### src/rtl/cpu_bus_pkg.sv
// Shared encodings and default widths for the RAM arbiter and its read-return pipe.
package cpu_bus_pkg;

  localparam int ADDR_W_DEF     = 16;
  localparam int DATA_W_DEF     = 8;
  localparam int MAX_WAIT_DEF   = 4;
  localparam int RD_LATENCY_DEF = 1;
  localparam int WAIT_CNT_W     = 4;

  localparam logic OWNER_C = 1'b0;
  localparam logic OWNER_X = 1'b1;

  typedef enum logic {
    ST_NORM = 1'b0,
    ST_LOCK = 1'b1
  } arb_state_e;

  function automatic logic [WAIT_CNT_W-1:0] sat_inc(input logic [WAIT_CNT_W-1:0] v);
    return (v == {WAIT_CNT_W{1'b1}}) ? v : v + 1'b1;
  endfunction

endpackage

### src/rtl/rd_return_pipe.sv
// Tracks in-flight reads by owner tag and steers returning RAM data to the issuing port.
module rd_return_pipe
  import cpu_bus_pkg::*;
#(
  parameter int DATA_W     = DATA_W_DEF,
  parameter int RD_LATENCY = RD_LATENCY_DEF
) (
  input  logic              clk,
  input  logic              reset,
  input  logic              push,
  input  logic              push_tag,
  input  logic [DATA_W-1:0] mem_rdata,
  output logic              c_rvalid,
  output logic [DATA_W-1:0] c_rdata,
  output logic              x_rvalid,
  output logic [DATA_W-1:0] x_rdata
);

  logic [RD_LATENCY:0] vld_pipe;
  logic [RD_LATENCY:0] tag_pipe;
  logic                ret_c;
  logic                ret_x;

  // The last stage lines up with the cycle mem_rdata holds the answer.
  assign ret_c = vld_pipe[RD_LATENCY] & (tag_pipe[RD_LATENCY] == OWNER_C);
  assign ret_x = vld_pipe[RD_LATENCY] & (tag_pipe[RD_LATENCY] == OWNER_X);

  always_ff @(posedge clk) begin
    if (reset) begin
      vld_pipe <= '0;
      tag_pipe <= '0;
    end else begin
      vld_pipe <= {vld_pipe[RD_LATENCY-1:0], push};
      tag_pipe <= {tag_pipe[RD_LATENCY-1:0], push_tag};
    end
  end

  always_ff @(posedge clk) begin
    if (reset) begin
      c_rvalid <= 1'b0;
      x_rvalid <= 1'b0;
      c_rdata  <= '0;
      x_rdata  <= '0;
    end else begin
      c_rvalid <= ret_c;
      x_rvalid <= ret_x;
      if (ret_c) c_rdata <= mem_rdata;
      if (ret_x) x_rdata <= mem_rdata;
    end
  end

endmodule

### src/rtl/mem_bus_arbiter.sv
// Two-master arbiter for the shared program/data RAM: C has priority, X gets starvation
// relief and can lock the bus for bursts. Commands are registered, read data routed back.
module mem_bus_arbiter
  import cpu_bus_pkg::*;
#(
  parameter int ADDR_W     = ADDR_W_DEF,
  parameter int DATA_W     = DATA_W_DEF,
  parameter int MAX_WAIT   = MAX_WAIT_DEF,
  parameter int RD_LATENCY = RD_LATENCY_DEF
) (
  input  logic              clk,
  input  logic              reset,
  input  logic              c_req,
  input  logic              c_we,
  input  logic [ADDR_W-1:0] c_addr,
  input  logic [DATA_W-1:0] c_wdata,
  output logic              c_gnt,
  output logic              c_rvalid,
  output logic [DATA_W-1:0] c_rdata,
  input  logic              x_req,
  input  logic              x_we,
  input  logic [ADDR_W-1:0] x_addr,
  input  logic [DATA_W-1:0] x_wdata,
  input  logic              x_lock,
  output logic              x_gnt,
  output logic              x_rvalid,
  output logic [DATA_W-1:0] x_rdata,
  output logic              mem_en,
  output logic              mem_we,
  output logic [ADDR_W-1:0] mem_addr,
  output logic [DATA_W-1:0] mem_wdata,
  input  logic [DATA_W-1:0] mem_rdata,
  output logic              owner_lock
);

  localparam logic [WAIT_CNT_W-1:0] WAIT_LIM = WAIT_CNT_W'(MAX_WAIT);

  arb_state_e              state, state_nxt;
  logic [WAIT_CNT_W-1:0]   wait_cnt, wait_nxt;
  logic                    starved;
  logic                    c_fire;
  logic                    x_fire;
  logic                    rd_push;

  assign starved = (wait_cnt >= WAIT_LIM);
  assign c_fire  = c_req & c_gnt;
  assign x_fire  = x_req & x_gnt;

  always_comb begin
    c_gnt     = 1'b0;
    x_gnt     = 1'b0;
    state_nxt = state;
    wait_nxt  = wait_cnt;
    if (!reset) begin
      case (state)
        ST_NORM: begin
          x_gnt = x_req & (~c_req | starved);
          c_gnt = c_req & ~x_gnt;
        end
        ST_LOCK: begin
          x_gnt = x_req;
        end
        default: ;
      endcase
    end

    case (state)
      ST_NORM: if (x_fire && x_lock) state_nxt = ST_LOCK;
      ST_LOCK: if ((x_fire && !x_lock) || !x_req) state_nxt = ST_NORM;
      default: state_nxt = ST_NORM;
    endcase

    if (x_fire || !x_req) wait_nxt = '0;
    else if (!x_gnt)      wait_nxt = sat_inc(wait_cnt);
  end

  always_ff @(posedge clk) begin
    if (reset) begin
      state    <= ST_NORM;
      wait_cnt <= '0;
    end else begin
      state    <= state_nxt;
      wait_cnt <= wait_nxt;
    end
  end

  assign owner_lock = (state == ST_LOCK);

  // Non-transfer cycles drop the strobe but keep the last command fields.
  always_ff @(posedge clk) begin
    if (reset) begin
      mem_en    <= 1'b0;
      mem_we    <= 1'b0;
      mem_addr  <= '0;
      mem_wdata <= '0;
    end else begin
      mem_en <= c_fire | x_fire;
      if (x_fire) begin
        mem_we    <= x_we;
        mem_addr  <= x_addr;
        mem_wdata <= x_wdata;
      end else if (c_fire) begin
        mem_we    <= c_we;
        mem_addr  <= c_addr;
        mem_wdata <= c_wdata;
      end
    end
  end

  assign rd_push = (c_fire & ~c_we) | (x_fire & ~x_we);

  rd_return_pipe #(
    .DATA_W     (DATA_W),
    .RD_LATENCY (RD_LATENCY)
  ) u_rd_ret (
    .clk       (clk),
    .reset     (reset),
    .push      (rd_push),
    .push_tag  (x_fire ? OWNER_X : OWNER_C),
    .mem_rdata (mem_rdata),
    .c_rvalid  (c_rvalid),
    .c_rdata   (c_rdata),
    .x_rvalid  (x_rvalid),
    .x_rdata   (x_rdata)
  );

endmodule

### config.mk
export PLATFORM = sky130hd
export DESIGN_NAME = mem_bus_arbiter
export DESIGN_NICKNAME = d
export VERILOG_FILES = /design/src/rtl/cpu_bus_pkg.sv /design/src/rtl/rd_return_pipe.sv /design/src/rtl/mem_bus_arbiter.sv
export SDC_FILE = /design/constraint.sdc
export NUM_CORES = 1
export LEC_CHECK = 0
export ABC_AREA = 1
export BUFFER_PORTS_ARGS = -buffer_cell sky130_fd_sc_hd__buf_4
export CAP_MARGIN = 25
export CORE_MARGIN = 5
export CORE_UTILIZATION = 44
export DETAILED_ROUTE_END_ITERATION = 12
export PLACE_DENSITY = 0.73
export SYNTH_ARGS = -nofsm -noshare
export SYNTH_HDL_FRONTEND = slang
export SYNTH_SLANG_ARGS = --single-unit
### constraint.sdc
create_clock -name clk -period 1.5 [get_ports clk]
set_input_delay 0.075 -clock clk [delete_from_list [all_inputs] [get_ports clk]]
set_output_delay 0.075 -clock clk [all_outputs]
set_load 0.005 [all_outputs]
-- After elaboration in Yosys (flattened, before gate mapping)
Cells that the tools add are included.
- flip-flop bits (word level): 53
- word-level logic and storage cells: 57
- output and inout bits: 47
- input port bits: 63
- magnitude comparators: 1
- reduce and logical (&&, ||, !) cells: 9
- equal/unequal tests: 1
- add/subtract/negate cells: 1
- bitwise operators: 19
- muxes and demuxes: 14
- operators by type and width (operator ; count):
    2-to-1 mux 16 bit ; 2
    2-to-1 mux 8 bit ; 2
    AND 1 bit ; 8
    2-to-1 mux 1 bit ; 8
    inverter 1 bit ; 8
    adder 4 x 1 -> 4 bit (second input constant) ; 1
    == test 4 bit (second input constant) ; 1
    greater-or-equal comparator 4 x 3 -> 1 bit (second input constant) ; 1
    case mux 1 bit (2 select lines) ; 2
    bitwise OR 1 bit ; 3
    logical AND 1 bit ; 2
    zero test 1 bit ; 2
    logical OR 1 bit ; 2
    AND reduction 2 bit ; 1
    nonzero test 2 bit ; 1
    OR reduction 2 bit ; 1

-- Longest topological paths before layout
- depth in word-level cells: 10
- depth in mapped cells: 8
- mapped depth without buffers: 7

-- Hierarchy
Synthesis repeated with hierarchy kept, for this count alone.
- cells, all modules: 334
- area total of the unflattened synthesis: 2516.2 µm²
- modules (own cells, without submodules) (module ; area an instance (µm²) ; times used ; cells an instance):
    mem_bus_arbiter ; 1694.1 ; 1 ; 229
    rd_return_pipe ; 822.0 ; 1 ; 105

-- Least setup slack after synthesis
OpenSTA, ideal clock, no wires.
- path kind: register to register
- from: register wait_cnt[2]
- to: register mem_addr[10]
- setup time: 0.132 ns
- clock period less this slack: 1.217 ns
- data arrival time: 1.084 ns
- cell stages (with the launch flop): 9
- slack: 0.283 ns
- path buffers: 2
- path through: dfxtp_1 nor2_4 nand3_4 nand2_4 buf_6 buf_6 nand2_1 nand3_1 a21oi_1
- cells in the longest elaborated chain, start to end: 9
- elaborated cells on any way between the ends: 13
- RTL lines (element ; RTL line ; RTL):
    start, declared ; mem_bus_arbiter.sv:39 ; logic [WAIT_CNT_W-1:0] wait_cnt, wait_nxt;
    start signal, assigned ; mem_bus_arbiter.sv:83 ; wait_cnt <= wait_nxt;
    greater-or-equal comparator 4 x 3 -> 1 bit (*) ; mem_bus_arbiter.sv:45 ; assign starved = (wait_cnt >= WAIT_LIM);
    bitwise OR 1 bit (*) ; mem_bus_arbiter.sv:57 ; x_gnt = x_req & (~c_req | starved);
    AND 1 bit (*) ; mem_bus_arbiter.sv:57 ;
    inverter 1 bit ; mem_bus_arbiter.sv:58 ; c_gnt = c_req & ~x_gnt;
    AND 1 bit ; mem_bus_arbiter.sv:58 ;
    2-to-1 mux 1 bit ; mem_bus_arbiter.sv:55 ; case (state)
    2-to-1 mux 1 bit ; mem_bus_arbiter.sv:54 ; if (!reset) begin
    AND 1 bit ; mem_bus_arbiter.sv:46 ; assign c_fire = c_req & c_gnt;
    nonzero test 2 bit (no source line) ; -- ;
    end signal, assigned ; mem_bus_arbiter.sv:100 ; mem_addr <= x_addr;
    end signal, assigned ; mem_bus_arbiter.sv:104 ; mem_addr <= c_addr;
    end, declared ; mem_bus_arbiter.sv:30 ; output logic [ADDR_W-1:0] mem_addr,
Every way passes the cells marked *; elsewhere a longest branch is shown, timed or not.
A chain may end at the register's enable or synchronous reset.

-- Worst setup path in the final report
- from: register wait_cnt[2]
- to: output c_gnt
- cells in the longest elaborated chain, start to end: 7
- RTL lines (element ; RTL line ; RTL):
    greater-or-equal comparator 4 x 3 -> 1 bit ; mem_bus_arbiter.sv:45 ;
    bitwise OR 1 bit ; mem_bus_arbiter.sv:57 ;
    AND 1 bit ; mem_bus_arbiter.sv:57 ;
    inverter 1 bit ; mem_bus_arbiter.sv:58 ;
    AND 1 bit ; mem_bus_arbiter.sv:58 ;
    2-to-1 mux 1 bit ; mem_bus_arbiter.sv:55 ;
    2-to-1 mux 1 bit ; mem_bus_arbiter.sv:54 ;
    end, declared ; mem_bus_arbiter.sv:17 ; output logic c_gnt,
No other way between the ends.

==> key figures <==
Power and ir drop
  – Peak VDD IR: 0.000377 V
  – Power per cell area: 863 nW/um2
  – P_leak: 1.70 nW

Synthesis
  – Mean Syn Cell Area: 7.63 um2
  – Top post-synthesis cells by area: dfxtp_1 45%, nand3_1 11%, nand3b_1 8.0%
  – Predominant post-synthesis flop cell: dfxtp_1
  – Syn_nets: 373
  – Yosys cell types: 25
  – Area leader, netlist: dfxtp_1
  – Cell area after synthesis: 2360 um2
  – Cells after Synth: 309
  – Number of synthesis warnings: 0
  – EDFF count, synth: 0
  – Top cell type's share of synthesized area: 45.0%
  – #FFs+latches synth: 53
  – Post-synthesis sequential area ratio: 45.0%
  – Synth async-reset ratio: 0%

Clock network
  – CTS tree: built
  – Root Buffer: clkbuf_8
  – Clock sinks: 53
  – Clk slew on worst S/H paths: 0.09 ns
  – Maximum clock path buffer count: 2
  – Htree depth: 2
  – CTS buffer count: 5
  – Worst skew pair latency: 0.31 ns

Final layout
  – Area Growth Syn to Fin: 45.3%
  – Post-layout net count: 487
  – Share of post-route cells with drive strength above 1: 32.1%
  – Antenna Cells: 0

Global route
  – Antenna violations before repair: 0
  – Vias in the first global route: 2365
  – Largest net degree at the start of global routing: 27
  – Global-route wire length before repair: 10800 um
  – Gr ovfl total: 0
  – GRT Total Usage: 18.6%

Run status
  – Outcome: finished clean

Drt
  – Drt drc: 0
  – WL final: 6250 um
  – DR WL/cell: 12.6 um
  – Initial drt markers: 100
  – Initial DRT Pass Iterations: 6
  – Via count: 2381
  – Remaining antenna violation count: 0
  – Vias per cell: 4.82

Critical path
  – Critical path arrival: 1.33 ns
  – Crit. End Element: output pin
  – Reg2Reg Setup Slack: 0.18 ns
  – Crit Path Max Fanout: 12
  – Critical Path RT: 1.42 ns
  – Worst setup SP type: flop
  – Kind of critical path: flop to output pin

STA
  – FMAX: 712 MHz
  – Post-route minimum period: 1.40 ns
  – Final setup vio count: 0
  – Worst Skew: 0.00952 ns
  – RSZ-0062 raised after global routing: no
  – Setup_tns: 0 ns
  – Final period utilization: 93.6%
  – Final hold viol count: 0
  – Slew Limit Fails: 0
  – Final setup margin: 0.0959 ns

Place
  – Port Buffers: 109
  – Pre-CTS setup slack: 0.173 ns
  – Post-DP HPWL: 4690 um
  – GP Congestion: 0.795

Die
  – Io pins: 110
  – Die height: 83.2 um
  – Initial Util: 45.6%
  – Cell row count: 26
  – DIE WIDTH: 83.2 um
  – Die area: 6920 um2
  – Core Area: 5170 um2

Worst hold path
  – Worst hold path class: input port to flop

Job
  – MaxCap Viol Count: 0
synth_stat cells (2+ instances only):
library cell,count
nor2_1,39
nor2_4,2
nand2_1,30
buf_6,5
buf_2,3
inv_1,36
nand3b_1,25
nand2_4,2
a21oi_1,26
o21ai_0,17
dfxtp_1,53
nand3_1,51
clkbuf_1,7
buf_4,2
worst max-delay path: stages, from the launching register on:
cell	delay (ns)
dfxtp_2	0.36
nor2_4	0.14
nand2_1	0.07
nand2_2	0.07
nand2_4	0.07
buf_8	0.15
inv_1	0.05
buf_4	0.10
cells in the final DEF, fill, tap and decap left out:
| cell | synthesis | routed |
|---|---|---|
| clkinv_2 | 0 | 1 |
| nand2_1 | 30 | 29 |
| nand2_4 | 2 | 3 |
| o21ai_0 | 17 | 17 |
| nand3_4 | 1 | 1 |
| xor2_1 | 1 | 1 |
| nor3b_2 | 1 | 1 |
| ha_1 | 1 | 1 |
| dfxtp_2 | 0 | 1 |
| nand2_2 | 1 | 1 |
| nand3_1 | 51 | 51 |
| o21bai_1 | 1 | 1 |
| nor2_4 | 2 | 2 |
| clkbuf_8 | 0 | 7 |
| nor2_1 | 39 | 39 |
| dlygate4sd3_1 | 0 | 6 |
| a21oi_1 | 26 | 26 |
| inv_1 | 36 | 36 |
| buf_8 | 0 | 1 |
| buf_12 | 0 | 2 |
| or2_1 | 1 | 1 |
| buf_4 | 2 | 116 |
| clkinv_1 | 1 | 1 |
| dfxtp_1 | 53 | 52 |
| conb_1 | 1 | 1 |
| o21ai_1 | 1 | 1 |
| nand3b_1 | 25 | 25 |
metal layers:
layer	up-vias	wire length [um]	track usage (%)
met4	0	78	6.24
met2	81	3060	31.5
met1	1066	2620	21.5
li1	1229	-	-
met3	5	488	7.13
met5	-	0	0
area by class of cell:
class                   instances  area [um2]
well taps                      70        87.6
repair buffers                125         986
fillers                       441        1750
inverters                      37         139
clock inverters                 1        5.00
clock buffers                   7        96.3
multi-input cells             201        1050
flip-flops and latches         53        1060
timing repair:
item | 4_1_cts | 5_1_grt
gates cloned | 0 | 0
endpoints found under the hold margin | 6 | 0
gates resized for setup | 1 | 4
buffers inserted | 0 | 0
endpoints found under the setup margin | 1 | 1
hold buffers | 6 | 0
path summary, 6_finish.rpt:
| check | depth (start not counted) | start | to |
|---|---|---|---|
| worst min-delay path | 3 | mem_rdata[2] | u_rd_ret.c_rdata[2]$_SDFFE_PP0P_ |
| worst max register to register | 6 | wait_cnt[2]$_SDFFE_PP0P_ | mem_we$_SDFFE_PP0P_ |
| worst min register to register | 2 | u_rd_ret.tag_pipe[0]$_SDFF_PP0_ | u_rd_ret.tag_pipe[1]$_SDFF_PP0_ |
| worst max-delay path | 7 | wait_cnt[2]$_SDFFE_PP0P_ | c_gnt |
cells by family (layout without fill, tap and decap cells):
logic type | count (synthesis) | in the layout | share of synthesized area, %
adders and majority gates | 1 | 1 | 0.530
DFF | 53 | 53 | 45.0
and+or+nand+nor | 153 | 153 | 33.5
AOI/OAI and AO/OA | 45 | 45 | 9.65
xor gates and xnor gates | 1 | 1 | 0.371
buffers and inverters | 55 | 170 | 10.8
other | 1 | 1 | 0.159
stage by stage:
step,utilization (%),hold slack [ns],power (mW),cell area (um2),cells
floorplan,-,0.187,1.81,2360,309
detailed placement,62.8,0.291,2.09,3250,480
CTS,65.9,0.00258,2.97,3410,494
global placement,62.8,0.294,2.09,3250,480
global route,66.2,0.0223,3.09,3430,494
finish,66.2,0.0108,2.96,3430,494
state kept, by name, indices dropped and copies added, names as in the netlist:
register           count
mem_wdata              8
u_rd_ret.c_rvalid      1
mem_en                 1
u_rd_ret.c_rdata       8
wait_cnt               4
mem_we                 1
u_rd_ret.tag_pipe      2
u_rd_ret.vld_pipe      2
owner_lock             1
u_rd_ret.x_rvalid      1
u_rd_ret.x_rdata       8
mem_addr              16
power by group:
group | switching [mW] | leakage [nW] | internal [mW]
registers | 0.0390 | 0.434 | 1.48
clock network | 0.463 | 0.0542 | 0.418
logic | 0.247 | 1.22 | 0.308
Note: power is estimated with default switching activity, not from simulation.
